`config.mk`:
```
export PLATFORM = sky130hd
export DESIGN_NAME = mem_arbiter_n
export DESIGN_NICKNAME = d
export VERILOG_FILES = /design/src/rtl/mem_arbiter_n.sv
export SDC_FILE = /design/constraint.sdc
export NUM_CORES = 1
export LEC_CHECK = 0
export ABC_AREA = 1
export BUFFER_PORTS_ARGS = -buffer_cell sky130_fd_sc_hd__buf_2
export CELL_PAD_IN_SITES_DETAIL_PLACEMENT = 0
export CELL_PAD_IN_SITES_GLOBAL_PLACEMENT = 1
export CORE_UTILIZATION = 35
export DETAILED_ROUTE_END_ITERATION = 8
export MAX_ROUTING_LAYER = met4
export PLACE_DENSITY = 0.87
export SLEW_MARGIN = 20
export SYNTH_ARGS = -nofsm -noshare
export SYNTH_HDL_FRONTEND = slang
export SYNTH_SLANG_ARGS = --single-unit
```
`constraint.sdc`:
```
create_clock -name clk -period 2.88 [get_ports clk]
set_input_delay 0.144 -clock clk [delete_from_list [all_inputs] [get_ports clk]]
set_output_delay 0.144 -clock clk [all_outputs]
set_load 0.05 [all_outputs]
```
`src/rtl/mem_arbiter_n.sv`:
```
// mem_arbiter_n: N-channel arbiter and little-endian byte serialiser onto an 8-bit RAM/IO bus.
// Define MEM_ARB_FIXED_PRIO_EN to replace round-robin with fixed priority (lowest channel index wins).
module mem_arbiter_n #(
    parameter int NCH    = 2,
    parameter int ADDR_W = 32
) (
    input  logic                  clk,
    input  logic                  rst_n,
    input  logic                  rdy,
    input  logic [NCH-1:0]        req,
    input  logic [NCH-1:0]        we,
    input  logic [2*NCH-1:0]      len,
    input  logic [ADDR_W*NCH-1:0] addr,
    input  logic [32*NCH-1:0]     wdata,
    input  logic [NCH-1:0]        kill,
    output logic [NCH-1:0]        done,
    output logic [31:0]           rdata,
    output logic                  busy,
    input  logic [7:0]            mem_din,
    output logic [7:0]            mem_dout,
    output logic [31:0]           mem_a,
    output logic                  mem_wr
);
    localparam int GW = (NCH > 1) ? $clog2(NCH) : 1;

    typedef enum logic [1:0] {IDLE, RD, WR, DONE} state_e;

    state_e            state_q;
    logic [GW-1:0]     gnt_q;
`ifndef MEM_ARB_FIXED_PRIO_EN
    logic [GW-1:0]     ptr_q;
`endif
    logic [1:0]        last_q;     // index of the final byte of the transfer
    logic [2:0]        cnt_q;      // RD: cycles since first issue; WR: byte on the bus
    logic [ADDR_W-1:0] a_q;
    logic [31:0]       wdat_q;
    logic [31:0]       rdata_q;
    logic [7:0]        dout_q;
    logic              wr_q;
    logic [NCH-1:0]    done_q;

    logic              found_d;
    logic [GW-1:0]     sel_d;
    logic [1:0]        sel_last;
    logic [1:0]        cap_idx;
    logic [1:0]        nxt_idx;

    logic [1:0]        len_a   [NCH];
    logic [ADDR_W-1:0] addr_a  [NCH];
    logic [31:0]       wdata_a [NCH];

    for (genvar c = 0; c < NCH; c++) begin : g_unpack
        assign len_a[c]   = len[2*c +: 2];
        assign addr_a[c]  = addr[ADDR_W*c +: ADDR_W];
        assign wdata_a[c] = wdata[32*c +: 32];
    end

    always_comb begin
        found_d = 1'b0;
        sel_d   = '0;
`ifdef MEM_ARB_FIXED_PRIO_EN
        // Downward scan: the lowest requesting index is assigned last and wins.
        for (int k = NCH - 1; k >= 0; k--) begin
            if (req[k]) begin
                found_d = 1'b1;
                sel_d   = GW'(k);
            end
        end
`else
        // Scan from farthest to nearest after the pointer; the nearest requester wins.
        for (int k = NCH; k >= 1; k--) begin
            int idx;
            idx = int'(ptr_q) + k;
            if (idx >= NCH) idx = idx - NCH;
            if (req[GW'(idx)]) begin
                found_d = 1'b1;
                sel_d   = GW'(idx);
            end
        end
`endif
    end

    // Length code 2 is illegal and widened to a full word.
    assign sel_last = (len_a[sel_d] == 2'd2) ? 2'd3 : len_a[sel_d];
    assign cap_idx  = cnt_q[1:0] - 2'd1;
    assign nxt_idx  = cnt_q[1:0] + 2'd1;

    always_ff @(posedge clk) begin
        if (!rst_n) begin
            state_q <= IDLE;
            gnt_q   <= '0;
`ifndef MEM_ARB_FIXED_PRIO_EN
            ptr_q   <= GW'(NCH - 1);
`endif
            last_q  <= '0;
            cnt_q   <= '0;
            a_q     <= '0;
            wdat_q  <= '0;
            rdata_q <= '0;
            dout_q  <= '0;
            wr_q    <= 1'b0;
            done_q  <= '0;
        end else if (rdy) begin
            case (state_q)
                IDLE: begin
                    if (found_d) begin
                        gnt_q  <= sel_d;
`ifndef MEM_ARB_FIXED_PRIO_EN
                        ptr_q  <= sel_d;
`endif
                        last_q <= sel_last;
                        a_q    <= addr_a[sel_d];
                        wdat_q <= wdata_a[sel_d];
                        cnt_q  <= '0;
                        if (we[sel_d]) begin
                            state_q <= WR;
                            wr_q    <= 1'b1;
                            dout_q  <= wdata_a[sel_d][7:0];
                        end else begin
                            state_q <= RD;
                            rdata_q <= '0;
                        end
                    end
                end
                RD: begin
                    if (kill[gnt_q]) begin
                        state_q <= IDLE;
                    end else begin
                        // RAM answers one cycle after issue, so capture trails issue by one.
                        if (cnt_q != 3'd0) rdata_q[{cap_idx, 3'b000} +: 8] <= mem_din;
                        if (cnt_q == {1'b0, last_q} + 3'd1) begin
                            state_q <= DONE;
                            done_q  <= NCH'(1) << gnt_q;
                        end else if (cnt_q < {1'b0, last_q}) begin
                            a_q <= a_q + 1'b1;
                        end
                        cnt_q <= cnt_q + 3'd1;
                    end
                end
                WR: begin
                    if (cnt_q[1:0] == last_q) begin
                        state_q <= DONE;
                        wr_q    <= 1'b0;
                        done_q  <= NCH'(1) << gnt_q;
                    end else begin
                        cnt_q  <= cnt_q + 3'd1;
                        a_q    <= a_q + 1'b1;
                        dout_q <= wdat_q[{nxt_idx, 3'b000} +: 8];
                    end
                end
                DONE: begin
                    state_q <= IDLE;
                    done_q  <= '0;
                    cnt_q   <= '0;
                end
                default: state_q <= IDLE;
            endcase
        end
    end

    // NOTE: the write strobe is gated by rdy combinationally so a frozen bus never sees a write.
    assign mem_wr   = wr_q & rdy;
    assign mem_a    = 32'(a_q);
    assign mem_dout = dout_q;
    assign rdata    = rdata_q;
    assign done     = done_q;
    assign busy     = (state_q != IDLE);
endmodule
```
Word-level counts from Yosys, hierarchy flattened
Index checks and enable logic that the tools add are counted.
- latch bits: 0
- register bits after elaboration: 116
- logic and storage cells: 125
- RAM bits: 0
- memories kept: 0
- bits in read-only memories: 0
- output and inout port bits: 76
- order comparisons: 8
- divide/modulo/power cells: 0
- shift operators: 4
- multipliers: 0
- bitwise gates (word level): 2
- reduce and logical (&&, ||, !) cells: 15
- equality and inequality tests: 17
- add/subtract/negate cells: 10
- muxes and demuxes: 58
- operators by type and width (kind ; count):
    32-bit two-way mux ; 15
    32-bit case mux with 3 select lines ; 1
    32-bit case mux with 2 select lines ; 1
    32-bit by 1-bit adder with 32-bit output (second input constant) ; 1
    32-bit bitwise mux ; 1
    8-bit by 7-bit variable shift with 32-bit output (first input constant) ; 1
    32-bit by 6-bit variable part select with 8-bit output ; 1
    8-bit by 7-bit variable part select with 32-bit output ; 1
    2-bit two-way mux ; 12
    8-bit two-way mux ; 3
    2-bit inequality test (second input constant) ; 10
    1-bit two-way mux ; 17
    8-bit case mux with 2 select lines ; 1
    5-bit AND reduction ; 3
    3-bit case mux with 4 select lines ; 1
    3-bit two-way mux ; 3
    3-bit nonzero test ; 3
    2-bit case mux with 4 select lines ; 1
    4-bit AND reduction ; 2
    5-bit negator with 7-bit output ; 1
    7-bit AND reduction ; 1
    2-bit equality test (second input constant) ; 3
    1-bit by 3-bit less-than comparator with 1-bit output (second input constant) ; 2
    2-bit case mux with 3 select lines ; 1
    other kinds (23) ; 28

Depth between registers and ports, before layout
- depth in word-level cells: 15
- depth in mapped cells: 14

Worst setup path before layout
OpenSTA, ideal clock, no wires.
- path type: register to register
- from: reg cnt_q[0]
- to: reg a_q[9], in the netlist mem_a[9]
- setup slack: 0.873 ns
- stages on the path, launching flop included: 13
- data required time: 2.748 ns
- arrival: 1.875 ns
- period minus slack after synthesis: 2.007 ns
- path through: dfxtp_1 inv_1 ha_1 nand2_1 nor2_1 nor2_2 nand2_4 nor2_4 nand2_2 buf_6 buf_6 nand2_1 a21oi_1
- longest elaborated chain between the ends: 3
- elaborated cells on any way between the ends: 7
- those cells by class: order compare (1); eq/ne (5); reduce/logical (1)
- ends and longest elaborated chain (item ; line ; source):
    start: declaration ; 34 ; logic [2:0] cnt_q;
    start signal: assignment ; 137 ; cnt_q <= cnt_q + 3'd1;
    start signal: assignment ; 146 ; cnt_q <= cnt_q + 3'd1;
    3-bit by 2-bit less-than comparator with 1-bit output, or another cell as far along ; 134 ; end else if (cnt_q < {1'b0, last_q}) begin
    2-bit inequality test (no source line) ; -- ;
    7-bit AND reduction (no source line) (*) ; -- ;
    end signal: assignment ; 112 ; a_q <= addr_a[sel_d];
    end signal: assignment ; 135 ; a_q <= a_q + 1'b1;
    end signal: assignment ; 147 ; a_q <= a_q + 1'b1;
    end: declaration ; 35 ; logic [ADDR_W-1:0] a_q;
Every way passes the cells marked *; elsewhere a longest branch is shown, timed or not.
A chain may end at the register's enable or synchronous reset.

Worst setup path after layout
- from: reg cnt_q[0]
- to: reg a_q[22], in the netlist mem_a[22]
The elaborated chain is that of the path after synthesis.

==> report_table.html <==
<table>
<tr><th>Metric</th><th>Value</th></tr>
<tr><th colspan="2">Run status</th></tr>
<tr><td>Run status</td><td>completed</td></tr>
<tr><th colspan="2">Clock network</th></tr>
<tr><td>CTS tree</td><td>yes</td></tr>
<tr><td># H-tree levels</td><td>4</td></tr>
<tr><td>Count of hold-fix buffers inserted at cts</td><td>1</td></tr>
<tr><td>Post-CTS Setup Bufs</td><td>0</td></tr>
<tr><td>Maximum number of buffers from clock root to sink</td><td>2</td></tr>
<tr><td>Post-CTS sizing</td><td>0</td></tr>
<tr><td>Worst-Skew Late Latency</td><td>0.42 ns</td></tr>
<tr><td>Clock Sinks</td><td>approximately 120</td></tr>
<tr><td>Clock transition at the registers of the reported paths</td><td>0.06 ns</td></tr>
<tr><td>TritonCTS Buffers</td><td>17</td></tr>
<tr><td>CTS Root Buffer Type</td><td>clkbuf_16</td></tr>
<tr><th colspan="2">Logic synthesis</th></tr>
<tr><td>Number of synthesized flops with an enable pin</td><td>0</td></tr>
<tr><td>Number of instances in the synthesized netlist</td><td>1172</td></tr>
<tr><td>Synth async-reset ratio</td><td>0%</td></tr>
<tr><td>Total of warnings raised by yosys</td><td>0</td></tr>
<tr><td>Unique masters post-synth</td><td>34</td></tr>
<tr><td>Top-area cell type share of the netlist area</td><td>32.4%</td></tr>
<tr><td>Post-synthesis sequential element count</td><td>about 120</td></tr>
<tr><td>Sequential fraction of the synthesis area</td><td>32.4%</td></tr>
<tr><td>Synth Net Count</td><td>1337</td></tr>
<tr><td>Mean cell area of the mapped netlist</td><td>6.12 µm²</td></tr>
<tr><td>Post-synthesis instance area</td><td>7170 µm²</td></tr>
<tr><td>Largest area contributor in the netlist</td><td>dfxtp_1</td></tr>
<tr><td>Leading cell types by total area after synthesis</td><td>dfxtp_1 32%, nand2_1 19%, nor2_1 8.9%, inv_1 5.9%, nand3_1 5.8%</td></tr>
<tr><td>Prevailing post-synth register cell</td><td>dfxtp_1</td></tr>
<tr><th colspan="2">Drt</th></tr>
<tr><td>Vias after detailed routing</td><td>7990</td></tr>
<tr><td>Post-detailed-route count of antenna-violating nets</td><td>0</td></tr>
<tr><td>Aggregate routed wire length</td><td>22400 µm</td></tr>
<tr><td>Drt wl/cell</td><td>13.6 µm</td></tr>
<tr><td>Router iterations before antenna repair</td><td>5</td></tr>
<tr><td>Remaining routing DRC violations</td><td>0</td></tr>
<tr><td>Detailed-route vias per instance</td><td>4.84</td></tr>
<tr><td>Number of violations reported at the end of detailed-routing iteration 0</td><td>between 400 and 500</td></tr>
<tr><th colspan="2">Power</th></tr>
<tr><td>P_leak</td><td>4.43 nW</td></tr>
<tr><td>Worst ir drop on vdd</td><td>387 µV</td></tr>
<tr><td>Power Density</td><td>around 650 nW/µm²</td></tr>
<tr><th colspan="2">STA</th></tr>
<tr><td>Post-route minimum period</td><td>about 2.5 ns</td></tr>
<tr><td>Post-Route Setup TNS</td><td>0 ns</td></tr>
<tr><td>Worst slew margin relative to its limit</td><td>between 40 and 50%</td></tr>
<tr><td>Unrepaired setup endpoints after global routing</td><td>no</td></tr>
<tr><td>Final setup viols</td><td>0</td></tr>
<tr><td>Fin. Hold Viols</td><td>0</td></tr>
<tr><td>Setup ws final</td><td>0.401 ns</td></tr>
<tr><td>Peak Freq</td><td>403 MHz</td></tr>
<tr><td>Max-slew violations</td><td>0</td></tr>
<tr><td>Final Cycle Share</td><td>between 80% and 90%</td></tr>
<tr><td>Actual slew at the worst max-slew pin</td><td>around 0.75 ns</td></tr>
<tr><td>Setup skew after layout</td><td>0.00913 ns</td></tr>
<tr><th colspan="2">Die</th></tr>
<tr><td>Initial core utilization</td><td>36.2%</td></tr>
<tr><td>Die Wd</td><td>145 µm</td></tr>
<tr><td>Floorplan Core Area</td><td>19800 µm²</td></tr>
<tr><td>Die area</td><td>roughly 21000 µm²</td></tr>
<tr><td>Number of I/O pins</td><td>about 230</td></tr>
<tr><td>Number of standard-cell rows in the floorplan</td><td>51</td></tr>
<tr><td>Die Height</td><td>145 µm</td></tr>
<tr><th colspan="2">Worst setup path</th></tr>
<tr><td>Slowest stage delay, CP</td><td>0.50 ns</td></tr>
<tr><td>Critical path's slowest cell</td><td>dfxtp_1</td></tr>
<tr><td>Cell chain of the critical path</td><td>inv_1 &gt; ha_1 &gt; nand2_1 &gt; nor2_1 &gt; nor2_2 &gt; nand2_4 &gt; nor2_4 &gt; nand2_2 &gt; inv_2 &gt; nand3_1 &gt; nand2_1 &gt; inv_1</td></tr>
<tr><td>CP Class</td><td>reg -&gt; reg</td></tr>
<tr><td>Number of buffer and inverter instances along the worst setup path</td><td>3</td></tr>
<tr><td>Worst EP required</td><td>3.20 ns</td></tr>
<tr><td>Critical path endpoint category</td><td>flop</td></tr>
<tr><td>Category of the worst setup path launch point</td><td>flop</td></tr>
<tr><td>Arr. time, crit path</td><td>2.80 ns</td></tr>
<tr><td>Critical path fanouts, max</td><td>16</td></tr>
<tr><td>Top cell family by delay on the critical path</td><td>simple AND/OR/NAND/NOR gates</td></tr>
<tr><th colspan="2">Global route</th></tr>
<tr><td>First-pass GRT wire length</td><td>36700 µm</td></tr>
<tr><td>Grt total ovfl</td><td>0</td></tr>
<tr><td>Maximum number of pins on one net before global-route repair</td><td>69</td></tr>
<tr><td>Initial antenna violation count</td><td>0</td></tr>
<tr><td>Via count of the first global-routing pass</td><td>7342</td></tr>
<tr><td>Total global routing track utilization</td><td>roughly 22%</td></tr>
<tr><th colspan="2">Placement</th></tr>
<tr><td>GP Congestion</td><td>0.841</td></tr>
<tr><td>Port bufs</td><td>223</td></tr>
<tr><td>Minimum setup slack after placement</td><td>around 0.38 ns</td></tr>
<tr><td>Total half-perimeter wirelength after legalization and detailed placement</td><td>16200 µm</td></tr>
<tr><td>Cell total after placement</td><td>1618</td></tr>
<tr><th colspan="2">Layout</th></tr>
<tr><td>Final Net Count</td><td>1538</td></tr>
<tr><td>Area grow syn2layout</td><td>26.9%</td></tr>
<tr><td>Layout Cells excl Fill</td><td>1652</td></tr>
<tr><td>Fraction of layout cells with a size suffix above 1</td><td>a little over a fifth</td></tr>
<tr><th colspan="2">Worst hold path</th></tr>
<tr><td>Type of the most critical hold path</td><td>in -&gt; reg</td></tr>
<tr><th colspan="2">Job</th></tr>
<tr><td>Number of max-capacitance violations reported</td><td>0</td></tr>
</table>
-- synthesized netlist by cell type (8+ instances only) --
master and number:
nand2_1 362, nor2_1 170, dfxtp_1 116, inv_1 113
nand3_1 83, a21oi_1 68, o21ai_0 55, nand4_1 41
o211ai_1 36, clkbuf_1 27, ha_1 16, buf_2 14
buf_1 8, mux2i_1 8
-- per-layer routing --
metal  share of wire (%)  wire length [µm]  up-vias  track usage (%)
met5                   0                 0        -                -
met4                 1.7               384        0             6.79
met3                 5.9              1320       28             4.40
met2                  47             10500      241             36.3
met1                  46             10200     3532             27.6
li1                    -                 -     4189                -
-- power breakdown --
group | internal (W) | leakage (nW) | switching [W]
Combinational | 0.000585 | 3.21 | 0.00135
Clock | 0.00129 | 0.279 | 0.000790
Sequential | 0.00177 | 0.948 | 0.000166
-- final cells by class --
cell class	count	area, µm²
antenna	2	5.00
clock buffer	19	443
clock inverter	12	134
fill	2171	10700
inverter	120	450
multi-input combinational	878	4110
sequential	116	2320
tap	265	332
timing repair buffer	240	1300
-- cell usage in the layout, fill, tap and decap left out, types with 3 or more instances in the layout --
cell type and n:
nor2_1 170, dfxtp_1 116, ha_1 16, inv_2 6, nand2_2 4, nor3_1 7
clkbuf_16 17, a21oi_2 4, nand2_1 361, o21ai_0 55, buf_4 12, buf_2 223
mux2i_1 8, a21oi_1 68, o211ai_1 36, buf_12 4, nor2_2 5, o22ai_1 5
clkinv_2 3, clkinv_4 5, inv_1 112, nand4_1 41, nand3_1 83
-- kinds of logic (layout without fill, tap and decap cells) --
family / count (synthesis) / in the layout / share of synthesized area (%)
muxes: 8 / 8 / 1.12
buffers and inverters: 178 / 391 / 10.2
other: 0 / 2 / 0
adders and majority gates: 16 / 16 / 2.79
AOI/OAI and AO/OA: 174 / 174 / 13.9
DFF: 116 / 116 / 32.4
and+or+nand+nor: 678 / 678 / 39.3
xor gates and xnor gates: 2 / 2 / 0.244
-- path summary, 6_finish.rpt --
| check | cells after the start | to | slack, ns | from |
|---|---|---|---|---|
| hold reg to reg | 2 | rdata[23] | 0.46 | rdata[23] |
| setup reg to reg | 12 | mem_a[22] | 0.40 | cnt_q[0] |
| setup / recovery | 12 | mem_a[22] | 0.40 | cnt_q[0] |
| hold / removal | 3 | last_q[0] | 0.02 | len[0] |
-- worst reg2reg max path, delay by kind of cell (launching register included) --
kind / cells / cell delay [ns]
simple gates: 8 / 0.99
fa+ha+maj: 1 / 0.35
buf+inv: 3 / 0.54
flops: 1 / 0.50
-- per-stage QoR --
step           cell area (µm²)  total power, W  utilization (%)  hold WS [ns]
2_1_floorplan             7170         0.00334                -         0.305
3_3_place_gp              8500         0.00389             43.0         0.421
3_5_place_dp              8500         0.00390             43.0         0.421
4_1_cts                   9090         0.00599             46.0        0.0206
5_1_grt                   9090         0.00632             46.0        0.0360
6_report                  9090         0.00595             46.0        0.0241
-- registers in the layout, summed over array words and instances, names as in the netlist --
| register | cells |
|---|---|
| mem_a | 32 |
| rdata | 32 |
| wdat_q | 32 |
| mem_dout | 8 |
| cnt_q | 3 |
| done | 2 |
| last_q | 2 |
| state_q | 2 |
| gnt_q | 1 |
| ptr_q | 1 |
| wr_q | 1 |
Power figures use the tool's default switching activity.
